[config.mk]
export PLATFORM = sky130hd
export DESIGN_NAME = l2_bank_init_ctrl
export DESIGN_NICKNAME = d
export VERILOG_FILES = /design/src/rtl/l2_bank_init_ctrl.sv
export SDC_FILE = /design/constraint.sdc
export NUM_CORES = 1
export LEC_CHECK = 0
export BUFFER_PORTS_ARGS = -buffer_cell sky130_fd_sc_hd__buf_2
export CAP_MARGIN = 40
export CORE_MARGIN = 5
export CORE_UTILIZATION = 38
export CTS_CLUSTER_SIZE = 16
export DETAILED_ROUTE_END_ITERATION = 10
export PLACE_DENSITY = 0.87
export SYNTH_ARGS = -nofsm -noshare
export SYNTH_HDL_FRONTEND = slang
export SYNTH_SLANG_ARGS = --single-unit
[constraint.sdc]
create_clock -name clk_i -period 3.7 [get_ports clk_i]
set_clock_uncertainty 0.15 [all_clocks]
set_input_delay 0.74 -clock clk_i [delete_from_list [all_inputs] [get_ports clk_i]]
set_output_delay 0.74 -clock clk_i [all_outputs]
set_load 0.01 [all_outputs]
[src/rtl/l2_bank_init_ctrl.sv]
// L2 bank init controller: sweeps INIT_VALUE over the bank, else passes traffic.
// Define L2_BANK_INIT_CHECK_EN to add a read-back verify pass after each sweep.
module l2_bank_init_ctrl #(
   parameter int unsigned NUM_WORDS = 32768,
   parameter int unsigned ADDR_WIDTH = $clog2(NUM_WORDS),
   parameter int unsigned DATA_WIDTH = 32,
   parameter logic [DATA_WIDTH-1:0] INIT_VALUE = '0,
   parameter bit INIT_ON_RESET = 1'b1
) (
   input  logic                    clk_i,
   input  logic                    rst_i,
   input  logic                    req_i,
   output logic                    gnt_o,
   input  logic [ADDR_WIDTH-1:0]   add_i,
   input  logic                    wen_i,
   input  logic [DATA_WIDTH-1:0]   wdata_i,
   input  logic [DATA_WIDTH/8-1:0] be_i,
   output logic [DATA_WIDTH-1:0]   rdata_o,
   output logic                    mem_req_o,
   output logic                    mem_we_o,
   output logic [ADDR_WIDTH-1:0]   mem_addr_o,
   output logic [DATA_WIDTH-1:0]   mem_wdata_o,
   output logic [DATA_WIDTH/8-1:0] mem_be_o,
   input  logic [DATA_WIDTH-1:0]   mem_rdata_i,
   input  logic                    init_start_i,
   output logic                    init_busy_o,
   output logic                    init_done_o,
   output logic                    init_err_o,
   output logic [ADDR_WIDTH-1:0]   init_err_addr_o
);

   localparam logic [ADDR_WIDTH-1:0] LAST = ADDR_WIDTH'(NUM_WORDS - 1);

   typedef enum logic [1:0] {
      IDLE,
      SWEEP_WR,
      SWEEP_RD,
      SWEEP_CHK
   } state_e;

   state_e                state_q, state_d;
   logic [ADDR_WIDTH-1:0] cnt_q, cnt_d;
   logic                  boot_q, boot_d;
   logic                  done_q, done_d;

   always_ff @(posedge clk_i) begin
      if (rst_i) begin
         state_q <= IDLE;
         cnt_q   <= '0;
         boot_q  <= INIT_ON_RESET;
         done_q  <= 1'b0;
      end else begin
         state_q <= state_d;
         cnt_q   <= cnt_d;
         boot_q  <= boot_d;
         done_q  <= done_d;
      end
   end

   always_comb begin
      state_d     = state_q;
      cnt_d       = cnt_q;
      boot_d      = boot_q;
      done_d      = done_q;
      gnt_o       = 1'b0;
      mem_req_o   = 1'b0;
      mem_we_o    = 1'b0;
      mem_addr_o  = add_i;
      mem_wdata_o = wdata_i;
      mem_be_o    = be_i;
      unique case (state_q)
         IDLE: begin
            gnt_o     = req_i;
            mem_req_o = req_i;
            mem_we_o  = ~wen_i;
            if (init_start_i || boot_q) begin
               state_d = SWEEP_WR;
               cnt_d   = '0;
               boot_d  = 1'b0;
            end
         end
         SWEEP_WR: begin
            mem_req_o   = 1'b1;
            mem_we_o    = 1'b1;
            mem_addr_o  = cnt_q;
            mem_wdata_o = INIT_VALUE;
            mem_be_o    = '1;
            if (cnt_q == LAST) begin
               cnt_d = '0;
`ifdef L2_BANK_INIT_CHECK_EN
               state_d = SWEEP_RD;
`else
               state_d = IDLE;
               done_d  = 1'b1;
`endif
            end else begin
               cnt_d = cnt_q + 1'b1;
            end
         end
`ifdef L2_BANK_INIT_CHECK_EN
         SWEEP_RD: begin
            mem_req_o  = 1'b1;
            mem_addr_o = cnt_q;
            mem_be_o   = '1;
            if (cnt_q == LAST) begin
               cnt_d   = '0;
               state_d = SWEEP_CHK;
            end else begin
               cnt_d = cnt_q + 1'b1;
            end
         end
         SWEEP_CHK: begin
            state_d = IDLE;
            done_d  = 1'b1;
         end
`endif
         default: state_d = IDLE;
      endcase
      // nothing reaches the SRAM or the interconnect while reset is held
      if (rst_i) begin
         gnt_o     = 1'b0;
         mem_req_o = 1'b0;
      end
   end

   assign rdata_o     = mem_rdata_i;
   assign init_busy_o = (state_q != IDLE);
   assign init_done_o = done_q;

`ifdef L2_BANK_INIT_CHECK_EN
   logic                  chk_q;
   logic [ADDR_WIDTH-1:0] chk_addr_q;
   logic                  err_q;
   logic [ADDR_WIDTH-1:0] err_addr_q;

   always_ff @(posedge clk_i) begin
      if (rst_i) begin
         chk_q      <= 1'b0;
         chk_addr_q <= '0;
         err_q      <= 1'b0;
         err_addr_q <= '0;
      end else begin
         chk_q      <= (state_q == SWEEP_RD);
         chk_addr_q <= cnt_q;
         if (chk_q && (mem_rdata_i != INIT_VALUE)) begin
            err_q <= 1'b1;
            if (!err_q) err_addr_q <= chk_addr_q;
         end
      end
   end

   assign init_err_o      = err_q;
   assign init_err_addr_o = err_addr_q;
`else
   assign init_err_o      = 1'b0;
   assign init_err_addr_o = '0;
`endif

endmodule

==> metrics.md, run 1 <==
| Metric | Value |
|---|---|
| Status | completed |
| Post-detail-place hpwl | 3920 um |
| Area Growth Syn to Fin | 17.2% |
| Tmin final | approximately 2500 ps |
| Drt drc | 0 |
| Final Cell Area | about 2100 um2 |
| Library cells used by synthesis | 40 |
| # rows | 24 |
| Worst-margin pin slew | about 900 ps |
| Clock net sink count | 18 |
| Worst Path Max Fanout | 42 |
| RR Endpoint | cnt_q[3]$_SDFFE_PP0P_ |
| Most used DFF post-synth | dfxtp_1 |
| Via Count | 1765 |
| # setup viols final | 0 |
| Total Power | ~0.53 mW |
| R2R setup slack | about 1500 ps |
| Async set-or-reset flop fraction in the synthesized netlist | 0% |
| Highest clock rate | between 300 and 400 MHz |
| Post-synthesis sequential area ratio | between 20% and 30% |
| Power Dens Cells | between 200 and 300 nW/um2 |
| Routed wire length | just under 5000 um |
| Initial DRC count | 149 |
| Area of the core | about 4400 um2 |
| Ant. Diodes | 0 |
| Hold Buf Count CTS | 0 |
| Bufs on Longest Clock Path | 2 |
| Max Slew Vio Count | 0 |
| Worst Path Required | roughly 2800 ps |
| Initial antenna violation count | 0 |
| Sequential cell area | about 360 um2 |
| Clk Latency, worst-skew pair | between 200 and 300 ps |
| Post-Layout Cell Count | 344 |
| Crit path launch | state_q[0]$_SDFFE_PP0P_ |
| CTS root buf | clkbuf_8 |
| RSZ-0062 raised after global routing | false |
| Post-CTS Resized | 0 |
| Final Wtd Congestion | 0.835 |
| Critical path class | flip-flop to output port |
| Post-route setup TNS | 0 ps |
| TritonCTS clock tree | built |
| EDFF count, synth | 0 |
| Yosys warns | 0 |
| Fillcell total | roughly 440 |
| Yosys reg bits | 18 |
| Layout cells sized above 1 | about half |
| HP Class | flip-flop to flip-flop |
| Die Y-Extent | 78.4 um |
| Post-DR wirelength/cell | ~14 um |
| PortBufs | 111 |
| Largest net degree at the start of global routing | 43 |
| Mapped cell area | roughly 1800 um2 |
| CP Launch Type | flip-flop |
| Total CTS buffers | 3 |
| Max Cap Violations | 0 |
| First-pass GRT wire length | between 8000 and 9000 um |
| Gr usage total | approximately 16% |
| DRT antenna net count | 0 |
| Die Wd | about 80 um |
| Cell count after synthesis | ~220 |
| H-tree depth reported by CTS | 1 |
| Placed Area | 2030 um2 |
| Total Nets Final | between 300 and 400 |
| Static Leak | around 1.0 nW |
| Dpl cells | 340 |
| Avg Synthesized Cell Area | approximately 7.9 um2 |
| Starting Density | 40.0% |
| Footprint of the multi-input gates | roughly 1000 um2 |
| Reg2Reg Depth | 4 |
| Worst Setup End Kind | output port |
| Clock-pin slew on the worst setup and hold paths | about 70 ps |
| Global route overflow | 0 |
| Worst r2r src | state_q[0]$_SDFFE_PP0P_ |
| Via density per instance | just over 5 |
| Core Util, Final | between 40% and 50% |
| Number of I/O pins | about 190 |
| Arrival time at the worst endpoint | between 1500 and 2000 ps |
| Final worst-path cycle share | 68.2% |
| Detailed Routing Iterations Pass 1 | 4 |
| Number of global-route vias before repair | roughly 1800 |
| Maximum VDD drop | between 90 and 100 uV |
| Final Hold Fails | 0 |
| Post-CTS Setup Repair Bufs | 0 |
| Slew headroom | between 40% and 50% |
| Setup crit end | mem_addr_o[12] |
| Die area | between 6000 and 7000 um2 |
==> critical path: stages, from the launching register on <==
cell	delay, ps
dfxtp_2	610
buf_12	260
mux2_2	350
buf_2	140
==> synth_stat cells, drive strengths merged (5+ instances only) <==
master / instances / area, um2
a31oi: 10 / 62.6
buf: 55 / 423
nand4: 6 / 52.6
dfxtp: 18 / 360
a41oi: 5 / 43.8
o21ai: 5 / 25.0
nand2: 12 / 45.0
mux2: 15 / 169
nor2b: 32 / 200
clkbuf: 9 / 35.0
nand3: 8 / 40.0
nor2: 7 / 26.3
and4: 5 / 46.3
==> per-layer routing <==
metal	GRT usage, %	share of wire [%]
met5	0	0
met3	3.20	8.7
met4	8.39	1.7
met1	18.3	39
met2	26.5	50
==> final cells by class <==
class	count	share of cell area [%]
Multi-Input combinational cell	154	48.3
Timing Repair Buffer	113	28.1
Sequential cell	18	17.3
Tap cell	52	3.12
Clock buffer	4	2.64
Inverter	3	0.540
==> layout by cell type, fill, tap and decap left out, types with 2 or more instances in the layout <==
cell type / n
buf_2: 111
nor2b_1: 32
dfxtp_1: 17
conb_1: 16
mux2_2: 15
nand2_1: 12
a31oi_1: 10
nand3_1: 8
nor2_1: 7
nand4_1: 5
o21ai_0: 5
a41oi_1: 5
or2_2: 4
clkbuf_8: 4
inv_1: 3
xor2_1: 3
nor3_1: 3
a21oi_1: 3
and4_1: 3
nand2b_1: 2
nand3b_1: 2
and4_2: 2
and2_1: 2
and3_1: 2
o22ai_1: 2
==> stage by stage <==
step	setup slack, ps	hold slack, ps
final	1180	334
after global placement	1200	309
after detailed placement	1410	318
after CTS	1170	335
after global routing	1090	351
after floorplan	1440	298
==> cell families (layout without fill, tap and decap cells) <==
group | after synthesis | in the layout | synth area share, %
AO/OA/AOI/OAI | 31 | 31 | 11.8
flip-flops | 18 | 18 | 20.3
adder cells (fa/ha/maj) | 1 | 1 | 0.703
other | 1 | 16 | 0.211
multiplexers | 15 | 15 | 9.49
buffers and inverters | 67 | 120 | 26.4
AND/OR/NAND/NOR | 88 | 88 | 29.7
XOR/XNOR | 3 | 3 | 1.48
==> sequential cells by signal, summed over array words and instances, names as in the netlist <==
name / count
boot_q: 1
cnt_q: 15
init_done_o: 1
state_q: 1
==> worst min path at each step <==
stage	depth (start not counted)	to	start	slack (ps)
4_1_cts	1	init_done_o$_SDFFE_PP0P_	init_done_o$_SDFFE_PP0P_	330
5_1_grt	1	init_done_o$_SDFFE_PP0P_	init_done_o$_SDFFE_PP0P_	350
2_1_floorplan	1	cnt_q[14]$_SDFFE_PP0P_	cnt_q[14]$_SDFFE_PP0P_	300
3_3_place_gp	1	boot_q$_SDFFE_PP1P_	boot_q$_SDFFE_PP1P_	310
6_report	1	init_done_o$_SDFFE_PP0P_	init_done_o$_SDFFE_PP0P_	330
3_5_place_dp	1	init_done_o$_SDFFE_PP0P_	init_done_o$_SDFFE_PP0P_	320
==> report_power, final <==
part | total, mW | leakage (nW) | switching [mW] | internal, mW
clock network | 0.165 | 0.0288 | 0.0702 | 0.0947
logic | 0.156 | 0.848 | 0.0774 | 0.0788
registers | 0.210 | 0.146 | 0.0115 | 0.198
Power figures use the tool's default switching activity.
==> run 2, diff against run 1 <==
--- a/config.mk
+++ b/config.mk
@@ -5,13 +5,14 @@
 export SDC_FILE = /design/constraint.sdc
 export NUM_CORES = 1
 export LEC_CHECK = 0
+export ABC_AREA = 1
 export BUFFER_PORTS_ARGS = -buffer_cell sky130_fd_sc_hd__buf_2
 export CAP_MARGIN = 40
 export CORE_MARGIN = 5
-export CORE_UTILIZATION = 38
+export CORE_UTILIZATION = 32
 export CTS_CLUSTER_SIZE = 16
 export DETAILED_ROUTE_END_ITERATION = 10
-export PLACE_DENSITY = 0.87
+export PLACE_DENSITY = 0.77
 export SYNTH_ARGS = -nofsm -noshare
 export SYNTH_HDL_FRONTEND = slang
 export SYNTH_SLANG_ARGS = --single-unit
==> constraint.sdc (replaced) <==
create_clock -name clk_i -period 2.3 [get_ports clk_i]
set_clock_uncertainty 0.15 [all_clocks]
set_input_delay 0.46 -clock clk_i [delete_from_list [all_inputs] [get_ports clk_i]]
set_output_delay 0.46 -clock clk_i [all_outputs]
set_load 0.01 [all_outputs]
==> metrics.md, run 2 <==
| Metric | Value |
|---|---|
| Arrival time at the worst endpoint | 1360 ps |
| Status | completed |
| Cell count after synthesis | approximately 320 |
| Static Leak | 1.23 nW |
| Maximum VDD drop | between 200 and 250 uV |
| Die Y-Extent | 86.2 um |
| Biggest register | cnt_q |
| Slowest CP cell | dfxtp_2 |
| # rows | 27 |
| Max Cap Violations | 0 |
| Top-area cell type share of the netlist area | around 19% |
| Buf+Inv Stages, Crit Path | 3 |
| Post-CTS Setup Repair Bufs | 0 |
| Global route overflow | 0 |
| CTS root buf | clkbuf_8 |
| Post-DR wirelength/cell | between 10 and 15 um |
| Worst r2r src | state_q[0]$_SDFFE_PP0P_ |
| EDFF count, synth | 0 |
| RSZ-0062 raised after global routing | false |
| Layout cells sized above 1 | ~36% |
| Initial DRC count | 62 |
| Final Hold Fails | 0 |
| Largest net degree at the start of global routing | 53 |
| Starting Density | between 30% and 40% |
| Post-route setup TNS | 0 ps |
| Worst Setup End Kind | output port |
| Top cells by count, synth | nand2_1, inv_1, nor2_1 |
| Total CTS buffers | 3 |
| DRT antenna net count | 0 |
| Final Wtd Congestion | ~0.8 |
| Bufs on Longest Clock Path | 2 |
| PortBufs | ~110 |
| Clk Latency, worst-skew pair | 260 ps |
| Max Slew Vio Count | 0 |
| Clk network pwr share | around 28% |
| Hold Path Sink | boot_q$_SDFFE_PP1P_ |
| Die Wd | 86.2 um |
| Gr usage total | about an eighth |
| Hold path start | boot_q$_SDFFE_PP1P_ |
| P_sw | about 0.26 mW |
| R2R setup slack | about 530 ps |
| Worst Path Max Fanout | 21 |
| Post-CTS Resized | 0 |
| Commonest non-fill, non-tap cell in the layout | buf_2 |
| Total Nets Final | roughly 480 |
| Drt drc | 0 |
| Ant. Diodes | 0 |
| Worst Path Required | 1690 ps |
| CP delay by family, top | buffers and inverters |
| Post-synthesis sequential area ratio | between 10% and 20% |
| Hold Slack | 321 ps |
| Critical path class | flip-flop to output port |
| First-pass GRT wire length | 8040 um |
| Die area | between 7000 and 8000 um2 |
| Reg2Reg Depth | 6 |
| Largest register FFs | 15 |
| Yosys warns | 0 |
| Most frequent cells in the layout | buf_2, nand2_1, inv_1 |
| # setup viols final | 0 |
| Mapped cell area | roughly 1900 um2 |
| HP Class | flip-flop to flip-flop |
| Post-synth top area cell | dfxtp_1 |
| Total Power | 0.791 mW |
| CP Launch Type | flip-flop |
| Sw Share | between 30% and 40% |
| TritonCTS clock tree | built |
| Avg Synthesized Cell Area | 5.86 um2 |
| Final worst-path cycle share | between 80% and 90% |
| Post-detail-place hpwl | about 4300 um |
| Number of global-route vias before repair | around 1900 |
| Power Dens Cells | approximately 360 nW/um2 |
| H-tree depth reported by CTS | 1 |
| Via Count | slightly above 2000 |
| Most used DFF post-synth | dfxtp_1 |
| Most common cell in the netlist | nand2_1 |
| Tmin final | a little under 2000 ps |
| Library cells used by synthesis | 27 |
| Max incr delay on CP | roughly 320 ps |
| Worst-margin pin slew | a little over 600 ps |
| Detailed Routing Iterations Pass 1 | 4 |
| Hold Buf Count CTS | 0 |
| Slew headroom | about three fifths |
| Clock net sink count | 18 |
| Share of power burned in registers | 40.6% |
| Highest clock rate | ~500 MHz |
| RR Endpoint | cnt_q[11]$_SDFFE_PP0P_ |
| Clock-pin slew on the worst setup and hold paths | ~60 ps |
| Async set-or-reset flop fraction in the synthesized netlist | 0% |
| Area Growth Syn to Fin | 18.9% |
| Comb power frac | a little under a third |
| Initial antenna violation count | 0 |
| Routed wire length | around 5200 um |
| Synth area leaders | dfxtp_1, buf_4, nand2_1 |
| Number of I/O pins | between 150 and 200 |
| Area of the core | 5570 um2 |
| Yosys reg bits | 18 |
| Hold Path Stages | 2 |
| Int Power | ~0.53 mW |
| Via density per instance | between 4 and 5 |
| Crit-path cells | inv_1 -> buf_4 -> nand2_1 -> o21ai_0 -> buf_2 |
run 2: stage by stage:
stage	std cells	utilization (%)	setup WS, ps	cell area (um2)
CTS	460	39.6	306	2210
floorplan	332	-	568	1910
finish	460	39.6	325	2210
global route	460	39.6	168	2210
detailed placement	457	38.9	517	2170
global placement	457	38.9	559	2170
run 2: worst max-delay path by stage:
stage          slack, ps  depth (start not counted)                    start                     end
6_report             330                          5  state_q[0]$_SDFFE_PP0P_          mem_addr_o[11]
5_1_grt              170                          5  state_q[0]$_SDFFE_PP0P_          mem_addr_o[11]
4_1_cts              310                          5  state_q[0]$_SDFFE_PP0P_          mem_addr_o[11]
3_5_place_dp         520                          6  state_q[0]$_SDFFE_PP0P_  cnt_q[11]$_SDFFE_PP0P_
3_3_place_gp         560                          6  state_q[0]$_SDFFE_PP0P_  cnt_q[11]$_SDFFE_PP0P_
2_1_floorplan        570                          3                    rst_i               mem_req_o
run 2: power by group through the flow:
stage | Combinational (mW) | Clock [mW] | Sequential, mW
finish | 0.245 | 0.225 | 0.321
global route | 0.276 | 0.245 | 0.321
CTS | 0.250 | 0.230 | 0.321
detailed placement | 0.249 | 0 | 0.328
global placement | 0.245 | 0 | 0.327
floorplan | 0.208 | 0 | 0.327
run 2: layout make-up:
| type | count | area [um2] |
|---|---|---|
| Clock buffer | 3 | 41.3 |
| Fill cell | 611 | 3370 |
| Inverter | 50 | 188 |
| Multi-Input combinational cell | 204 | 957 |
| Sequential cell | 18 | 362 |
| Tap cell | 72 | 90.1 |
| Timing Repair Buffer | 113 | 571 |
run 2: worst register-to-register path: stages (launching register included):
cell and delay (ps):
dfxtp_2 320, buf_4 280, nor3_4 590, inv_1 130, nor2_1 110, nor2_1 50, nor2_1 80
run 2: metal layers:
layer	GRT usage (%)	part of all wire (%)	vias up
li1	-	-	1030
met1	14.2	37	864
met2	24.5	49	107
met3	2.85	11	16
met4	4.53	2.5	0
met5	0	0	-
run 2: cell families (layout without fill, tap and decap cells):
| logic type | count (synthesis) | count (layout) | share of synthesized area (%) |
|---|---|---|---|
| adders and majority gates | 1 | 1 | 0.673 |
| DFF | 18 | 18 | 19.4 |
| and+or+nand+nor | 155 | 155 | 37.8 |
| xor gates and xnor gates | 3 | 3 | 1.41 |
| other | 1 | 16 | 0.202 |
| AOI/OAI and AO/OA | 29 | 29 | 8.35 |
| buffers and inverters | 110 | 166 | 32.1 |
==> run 3, diff against run 2 <==
--- a/config.mk
+++ b/config.mk
@@ -12,7 +12,7 @@
 export CORE_UTILIZATION = 32
 export CTS_CLUSTER_SIZE = 16
 export DETAILED_ROUTE_END_ITERATION = 10
-export PLACE_DENSITY = 0.77
+export PLACE_DENSITY = 0.79
 export SYNTH_ARGS = -nofsm -noshare
 export SYNTH_HDL_FRONTEND = slang
 export SYNTH_SLANG_ARGS = --single-unit
==> metrics.md, run 3 (synthesis results as in run 2) <==
| Metric | Value |
|---|---|
| Status | completed |
| Slew headroom | about three fifths |
| Core Util, Final | ~40% |
| Detailed Routing Iterations Pass 1 | 4 |
| Post-Layout Cell Count | about 460 |
| Gr usage total | 13.3% |
| Hold Path Sink | init_done_o$_SDFFE_PP0P_ |
| Largest net degree at the start of global routing | 32 |
| CTS root buf | clkbuf_8 |
| Die area | about 7400 um2 |
| Crit-path cells | inv_1 -> buf_4 -> o21ai_0 -> buf_2 |
| Worst Path Max Fanout | 31 |
| R2R setup slack | between 600 and 700 ps |
| Worst Path Required | 1690 ps |
| Post-CTS Setup Repair Bufs | 0 |
| Global route overflow | 0 |
| H-tree depth reported by CTS | 1 |
| Commonest non-fill, non-tap cell in the layout | buf_2 |
| Tmin final | 2120 ps |
| Die Y-Extent | approximately 86 um |
| Post-route setup TNS | 0 ps |
| HP Class | flip-flop to flip-flop |
| Via Count | between 2000 and 2500 |
| Biggest register | cnt_q |
| Arrival time at the worst endpoint | between 1500 and 2000 ps |
| Initial antenna violation count | 0 |
| # setup viols final | 0 |
| Max Slew Vio Count | 0 |
| RR Endpoint | cnt_q[11]$_SDFFE_PP0P_ |
| Post-detail-place hpwl | ~4400 um |
| Maximum VDD drop | approximately 190 uV |
| Number of global-route vias before repair | 1937 |
| Slowest CP cell | dfxtp_2 |
| Max Cap Violations | 0 |
| Hold Slack | between 300 and 400 ps |
| Power Dens Cells | ~370 nW/um2 |
| Dpl cells | about 460 |
| Via density per instance | between 4 and 5 |
| Initial DRC count | 59 |
| RSZ-0062 raised after global routing | false |
| TritonCTS clock tree | built |
| Ant. Diodes | 0 |
| Worst Setup End Kind | output port |
| Max incr delay on CP | between 500 and 600 ps |
| First-pass GRT wire length | around 8200 um |
| Total Nets Final | about 480 |
| Hold Buf Count CTS | 0 |
| Static Leak | between 1 and 1.5 nW |
| Worst-margin pin slew | ~630 ps |
| Drt drc | 0 |
| Total CTS buffers | 3 |
| Reg2Reg Depth | 8 |
| Number of I/O pins | 192 |
| Hold path start | init_done_o$_SDFFE_PP0P_ |
| Post-DR wirelength/cell | 11.5 um |
| Area Growth Syn to Fin | 20.4% |
| Starting Density | 33.3% |
| Clock net sink count | 18 |
| Worst r2r src | cnt_q[0]$_SDFFE_PP0P_ |
| Clk Latency, worst-skew pair | 260 ps |
| Highest clock rate | 471 MHz |
| CP Launch Type | flip-flop |
| Crit path launch | state_q[0]$_SDFFE_PP0P_ |
| Most frequent cells in the layout | buf_2, nand2_1, inv_1 |
| Largest register FFs | 15 |
| Bufs on Longest Clock Path | 2 |
| Final Hold Fails | 0 |
| Critical path class | flip-flop to output port |
| PortBufs | 111 |
| Final worst-path cycle share | 92.3% |
| DRT antenna net count | 0 |
| Routed wire length | between 5000 and 6000 um |
| Post-CTS Resized | 0 |
| Die Wd | around 86 um |
| Layout cells sized above 1 | between 30% and 40% |
| Clock-pin slew on the worst setup and hold paths | about 60 ps |
| Final Wtd Congestion | about 0.80 |
| Hold Path Stages | 2 |
| Area of the core | between 5000 and 6000 um2 |
| # rows | 27 |
==> run 3: critical path: cells and delay by family, from the launching register on <==
| family | cells | cell delay (ps) |
|---|---|---|
| AOI/OAI and AO/OA | 1 | 200 |
| buffers and inverters | 3 | 480 |
| DFF | 1 | 580 |
==> run 3: report_power, final <==
part | internal [mW] | leakage, nW | switching (mW)
registers | 0.316 | 0.146 | 0.0110
clock network | 0.152 | 0.0288 | 0.111
logic | 0.105 | 1.07 | 0.139
==> run 3: stage by stage <==
stage / setup slack, ps / instance area [um2] / total power [mW]
global route: 22.8 / 2240 / 0.878
global placement: 512 / 2180 / 0.576
CTS: 171 / 2240 / 0.842
detailed placement: 459 / 2180 / 0.580
floorplan: 568 / 1910 / 0.535
finish: 177 / 2240 / 0.834
==> run 3: layout make-up <==
class	count	area (um2)
fill	611	3340
multi-input combinational	204	957
timing repair buffer	115	586
sequential	18	362
inverter	50	188
tap	72	90.1
clock buffer	4	55.1
==> run 3: worst max-delay path by stage <==
stage	slack (ps)	cells after the start	end
6_report	180	4	mem_addr_o[11]
2_1_floorplan	570	3	mem_req_o
3_3_place_gp	510	4	mem_addr_o[7]
4_1_cts	170	4	mem_addr_o[11]
3_5_place_dp	460	4	mem_addr_o[10]
5_1_grt	20	4	mem_addr_o[7]
==> run 3: metal layers <==
| layer | track usage, % | part of all wire [%] | up-vias | wire length, um |
|---|---|---|---|---|
| li1 | - | - | 1036 | - |
| met1 | 14.0 | 36 | 858 | 1940 |
| met2 | 25.6 | 49 | 104 | 2630 |
| met3 | 2.66 | 12 | 13 | 625 |
| met4 | 5.24 | 2.4 | 0 | 127 |
| met5 | 0 | 0 | - | 0 |
